$ cat config.mk
export PLATFORM = sky130hd
export DESIGN_NAME = button_step_gen
export DESIGN_NICKNAME = d
export VERILOG_FILES = /design/src/rtl/button_step_gen.sv
export SDC_FILE = /design/constraint.sdc
export NUM_CORES = 1
export LEC_CHECK = 0
export CORE_MARGIN = 2
export CORE_UTILIZATION = 60
export CTS_CLUSTER_SIZE = 12
export DETAILED_ROUTE_END_ITERATION = 10
export PLACE_DENSITY_LB_ADDON = 0.12
export SYNTH_ARGS = -nofsm -noshare
export SYNTH_HDL_FRONTEND = slang
export SYNTH_SLANG_ARGS = --single-unit
$ cat constraint.sdc
create_clock -name clk -period 3.8 [get_ports clk]
set_input_delay 0.95 -clock clk [delete_from_list [all_inputs] [get_ports clk]]
set_output_delay 0.95 -clock clk [all_outputs]
set_load 0.02 [all_outputs]
$ cat src/rtl/button_step_gen.sv
// rtl/button_step_gen.sv - debounced pushbutton to step pulse generator with auto-repeat
//
// Turns two raw, bouncing pushbuttons (up / down) into single-cycle step
// pulses for a downstream up/down counter. A qualified press fires one step
// immediately, then auto-repeats while the button stays held. Releases are
// debounced too and never produce a step.
//
// Parameters:
//   DEBOUNCE_CYCLES - consecutive stable cycles that qualify a press or release
//   REPEAT_DELAY    - cycles from the first step pulse to the first repeat pulse
//   REPEAT_PERIOD   - cycles between repeat pulses
//   CNT_W           - timing counter width, must hold the largest of the above
//
// Ports:
//   clk       - single clock, rising edge
//   reset     - synchronous active-low reset
//   enable    - when low no step pulses are produced
//   btn_up    - raw asynchronous "increment" button
//   btn_down  - raw asynchronous "decrement" button
//   step_en   - one-cycle step pulse (downstream counter enable)
//   up_down   - step direction, 1 = up, 0 = down; only changes with a pulse
//   held      - high while a qualified press is active

module button_step_gen #(
    parameter int DEBOUNCE_CYCLES = 4,
    parameter int REPEAT_DELAY    = 20,
    parameter int REPEAT_PERIOD   = 5,
    parameter int CNT_W           = 16
) (
    input  logic clk,
    input  logic reset,
    input  logic enable,
    input  logic btn_up,
    input  logic btn_down,
    output logic step_en,
    output logic up_down,
    output logic held
);

    // Terminal counter values. The counter starts at 0 on entry to a state, so
    // the last value before acting is N-1. Repeat timings are floored at 2 so
    // step_en can never be high on two consecutive cycles.
    localparam int DB_LAST_I = (DEBOUNCE_CYCLES < 1) ? 0 : DEBOUNCE_CYCLES - 1;
    localparam int RD_LAST_I = (REPEAT_DELAY    < 2) ? 1 : REPEAT_DELAY - 1;
    localparam int RP_LAST_I = (REPEAT_PERIOD   < 2) ? 1 : REPEAT_PERIOD - 1;

    localparam logic [CNT_W-1:0] DB_LAST  = CNT_W'(DB_LAST_I);
    localparam logic [CNT_W-1:0] RD_LAST  = CNT_W'(RD_LAST_I);
    localparam logic [CNT_W-1:0] RP_LAST  = CNT_W'(RP_LAST_I);
    localparam logic [CNT_W-1:0] CNT_MAX  = {CNT_W{1'b1}};
    localparam logic [CNT_W-1:0] CNT_ZERO = {CNT_W{1'b0}};

    typedef enum logic [2:0] {
        IDLE       = 3'd0,
        PRESS_DB   = 3'd1,
        FIRE       = 3'd2,
        HOLD_WAIT  = 3'd3,
        REPEAT     = 3'd4,
        RELEASE_DB = 3'd5
    } state_e;

    state_e           state_q, state_d;
    logic [CNT_W-1:0] cnt_q, cnt_d;
    logic             dir_q, dir_d;
    logic             step_en_q, step_en_d;
    logic             up_down_q, up_down_d;
    logic             held_q, held_d;

    logic [1:0]       up_sync_q;
    logic [1:0]       dn_sync_q;

    logic             up_s;
    logic             dn_s;
    logic             act_s;
    logic             oth_s;
    logic [CNT_W-1:0] cnt_inc;

    // Two-flop synchronizers; nothing else ever looks at the raw buttons.
    always_ff @(posedge clk) begin
        if (!reset) begin
            up_sync_q <= 2'b00;
            dn_sync_q <= 2'b00;
        end else begin
            up_sync_q <= {up_sync_q[0], btn_up};
            dn_sync_q <= {dn_sync_q[0], btn_down};
        end
    end

    assign up_s = up_sync_q[1];
    assign dn_s = dn_sync_q[1];

    // Active button is the one latched at press time; the other one counts
    // as interference.
    assign act_s = dir_q ? up_s : dn_s;
    assign oth_s = dir_q ? dn_s : up_s;

    // Saturating increment so a long hold never wraps the counter.
    assign cnt_inc = (cnt_q == CNT_MAX) ? cnt_q : cnt_q + 1'b1;

    always_ff @(posedge clk) begin
        if (!reset) begin
            state_q   <= IDLE;
            cnt_q     <= CNT_ZERO;
            dir_q     <= 1'b1;
            step_en_q <= 1'b0;
            up_down_q <= 1'b1;
            held_q    <= 1'b0;
        end else begin
            state_q   <= state_d;
            cnt_q     <= cnt_d;
            dir_q     <= dir_d;
            step_en_q <= step_en_d;
            up_down_q <= up_down_d;
            held_q    <= held_d;
        end
    end

    always_comb begin
        state_d   = state_q;
        cnt_d     = cnt_q;
        dir_d     = dir_q;
        step_en_d = 1'b0;
        up_down_d = up_down_q;

        case (state_q)
            IDLE: begin
                cnt_d = CNT_ZERO;
                // Exactly one button: both or neither is ambiguous.
                if (enable && (up_s ^ dn_s)) begin
                    dir_d   = up_s;
                    state_d = PRESS_DB;
                end
            end

            PRESS_DB: begin
                if (enable && act_s && !oth_s) begin
                    if (cnt_q >= DB_LAST) begin
                        state_d = FIRE;
                        cnt_d   = CNT_ZERO;
                    end else begin
                        cnt_d = cnt_inc;
                    end
                end else begin
                    state_d = IDLE;
                    cnt_d   = CNT_ZERO;
                end
            end

            FIRE: begin
                // Pulse and direction update land together in the output
                // registers on the next edge.
                if (enable) begin
                    step_en_d = 1'b1;
                    up_down_d = dir_q;
                end
                state_d = HOLD_WAIT;
                cnt_d   = CNT_ZERO;
            end

            HOLD_WAIT: begin
                if (!enable || !act_s || oth_s) begin
                    state_d = RELEASE_DB;
                    cnt_d   = CNT_ZERO;
                end else if (cnt_q >= RD_LAST) begin
                    step_en_d = 1'b1;
                    up_down_d = dir_q;
                    state_d   = REPEAT;
                    cnt_d     = CNT_ZERO;
                end else begin
                    cnt_d = cnt_inc;
                end
            end

            REPEAT: begin
                if (!enable || !act_s || oth_s) begin
                    state_d = RELEASE_DB;
                    cnt_d   = CNT_ZERO;
                end else if (cnt_q >= RP_LAST) begin
                    step_en_d = 1'b1;
                    up_down_d = dir_q;
                    cnt_d     = CNT_ZERO;
                end else begin
                    cnt_d = cnt_inc;
                end
            end

            RELEASE_DB: begin
                // Both buttons must read low for a full debounce window; any
                // high sample starts the window over.
                if (up_s || dn_s) begin
                    cnt_d = CNT_ZERO;
                end else if (cnt_q >= DB_LAST) begin
                    state_d = IDLE;
                    cnt_d   = CNT_ZERO;
                end else begin
                    cnt_d = cnt_inc;
                end
            end

            default: begin
                state_d = IDLE;
                cnt_d   = CNT_ZERO;
            end
        endcase

        held_d = (state_d == FIRE) || (state_d == HOLD_WAIT) || (state_d == REPEAT);
    end

    assign step_en = step_en_q;
    assign up_down = up_down_q;
    assign held    = held_q;

endmodule

==> metrics.yaml <==
power_and_ir_drop:
  vdd_drop_max_uv: 215
  pwr_density_cell_nw_per_um2: 321
  leakagePower_nw: 0.498
run_status:
  status: "completed"
sta:
  final.setup.worst_slack_ps: 1390
  fin_crit_ps: 2410
  finalSetupViolations: 0
  finClkSkew_ps: 6.87
  fin_crit_sh_pct: 63.4
  slew_violations: 0
  rsz0062_at_grt: "false"
  timing.setup.tns_ps: 0
  worst-slew-pin-transition_ps: 562
  maxSlewHeadroom_pct: 62.2
  hold_viol: 0
  fmax_mhz: 415
detailed_routing:
  drc: 0
  wl_um: 2040
  drt_iter0_drc: 13
  drt-wirelength-per-cell_um: 12.6
  vias: 858
  postRouteAntennaNets: 0
  drt_pass1_iterations: 4
  viasPerCell: 5.30
logic_synthesis:
  synth_enable_flop_cells: 0
  seq_area_frac_synth_pct: 43.6
  syn_area_per_cell_um2: 10.6
  synth_area_um2: 1240
  synthArstFlopShare_pct: 0
  yosysUniqueCellTypes: 43
  synthFlopType: "dfxtp_1"
  ys_warn_count: 0
  synth_cells: 117
  ys_ff_latch: 27
place:
  gp_congestion: 0.877
  place.port_buffers: 7
  dp_slack_ps: 1080
  dpl.cell_count: 158
  dp_hpwl_um: 1530
clock_network:
  cts_root_buf: "clkbuf_4"
  cts_made_buffers: 3
  postCtsResizedCells: 0
  cts_buffer_depth: 2
  cts.clk_slew.worst_paths_ps: 140
  tritoncts: "built"
  clock_latency_ps: 320
  cts_setup_buffers: 0
  cts.sinks: 27
  ctsHoldBuffers: 0
  htreeDepth: 1
critical_path:
  cp.required_ps: 4060
  startpoint: "enable"
  endpoint_kind: "flip-flop"
  critPathArrivalTime_ps: 2670
  crit_fanout: 5
  crit_type: "input pin to flip-flop"
  r2r_start: "cnt_q[0]"
  worstSetupStartpointType: "input pin"
die:
  num_rows: 16
  die-width_um: 49.4
  ios: 8
  core_um2: 1960
  die_height_um: 49.4
  dieArea_um2: 2440
  initial_utilization_pct: 63.1
global_route:
  grt_max_degree: 17
  grtUsageTotal_pct: 17.9
  grt_pass1_vias: 785
  antenna_found_initial: 0
  grt_pass1_wl_um: 3420
  grt_overflow: 0
min_path:
  worstHoldStart: "up_sync_q[0]"
  hold_path_class: "flip-flop to flip-flop"
job:
  cap_violations: 0
final_layout:
  final_cells: 162
  antenna_cells: 0
  fin_nets: 144
  post-route-util_pct: 71.1
  area_delta_synth_final_pct: 12.6
  drive_gt1_share_pct: 12.6
[metrics by stage]
step	total power (W)	hold WS [ps]	area, um2
6_report	0.000448	451	1400
5_1_grt	0.000465	463	1400
4_1_cts	0.000454	456	1400
3_5_place_dp	0.000332	422	1370
3_3_place_gp	0.000331	415	1370
2_1_floorplan	0.000323	412	1280
[per-layer routing]
layer	global-route usage [%]	wire length [um]
met2	26.4	882
met3	3.99	70
met1	26.7	1070
met5	0	0
met4	4.17	16
[registers in the layout, indices dropped and copies added, names as in the netlist]
| signal | cells |
|---|---|
| dir_q | 1 |
| up_sync_q | 2 |
| step_en | 1 |
| up_down | 1 |
| state_q | 3 |
| held | 1 |
| cnt_q | 16 |
| dn_sync_q | 2 |
[placed cells by master, fill, tap and decap left out, types with 3 or more instances in the layout]
cell	n
conb_1	11
ha_1	3
nor2_1	9
and2_1	5
nand2_1	3
nor2b_1	6
nand4_1	6
xnor2_1	3
o211ai_1	3
clkbuf_4	3
nand3_1	4
clkdlybuf4s50_1	7
dfxtp_1	27
inv_1	7
[report_power, final]
part / internal [W] / total (W) / switching (W)
clock: 0.0000402 / 0.000122 / 0.0000820
sequential: 0.000293 / 0.000302 / 0.00000980
combinational: 0.0000122 / 0.0000236 / 0.0000114
[area by class of cell]
type / count / area [um2]
multi-input cells: 89 / 691
clock buffers: 3 / 22.5
flip-flops and latches: 27 / 541
clock inverters: 1 / 7.51
fillers: 166 / 567
repair buffers: 7 / 70.1
inverters: 8 / 30.0
well taps: 27 / 33.8
[critical path: stages]
cell and delay (ps):
clkdlybuf4s50_1 590, nand4bb_4 150, a311oi_2 340, nor4b_4 260, o221ai_2 180, nor3_2 200
[synthesized netlist by cell type, types with 2 or more instances]
| cell | instances | area share, % |
|---|---|---|
| a31oi_1 | 2 | 1.0 |
| inv_1 | 7 | 2.1 |
| and2_1 | 5 | 2.5 |
| buf_2 | 2 | 0.81 |
| ha_1 | 3 | 3.0 |
| o211ai_1 | 3 | 1.8 |
| nor4_4 | 2 | 3.4 |
| nor3b_1 | 2 | 1.2 |
| xnor2_1 | 3 | 2.1 |
| nor2b_1 | 6 | 3.0 |
| dfxtp_1 | 27 | 44 |
| nand3_1 | 4 | 1.6 |
| o22ai_1 | 2 | 1.0 |
| a32oi_1 | 2 | 1.4 |
| mux2i_1 | 2 | 1.6 |
| o31ai_1 | 2 | 1.2 |
| nor2_1 | 9 | 2.7 |
| nor3_2 | 2 | 1.6 |
| nand2_1 | 3 | 0.91 |
| nand4_1 | 6 | 3.0 |
[cells by family after synthesis]
| family | synth area share [%] |
|---|---|
| DFF | 43.6 |
| xor gates and xnor gates | 2.12 |
| other | 0.303 |
| muxes | 1.62 |
| adders and majority gates | 3.03 |
| and+or+nand+nor | 31.8 |
| AOI/OAI and AO/OA | 13.8 |
| buffers and inverters | 3.64 |
[path summary, 6_finish.rpt]
check | endpoint | slack [ps] | cells past startpoint
max reg2reg | held | 1940 | 6
min reg2reg | up_sync_q[1] | 450 | 1
max | cnt_q[4] | 1390 | 6
min | up_sync_q[1] | 450 | 1
Power figures use the tool's default switching activity.
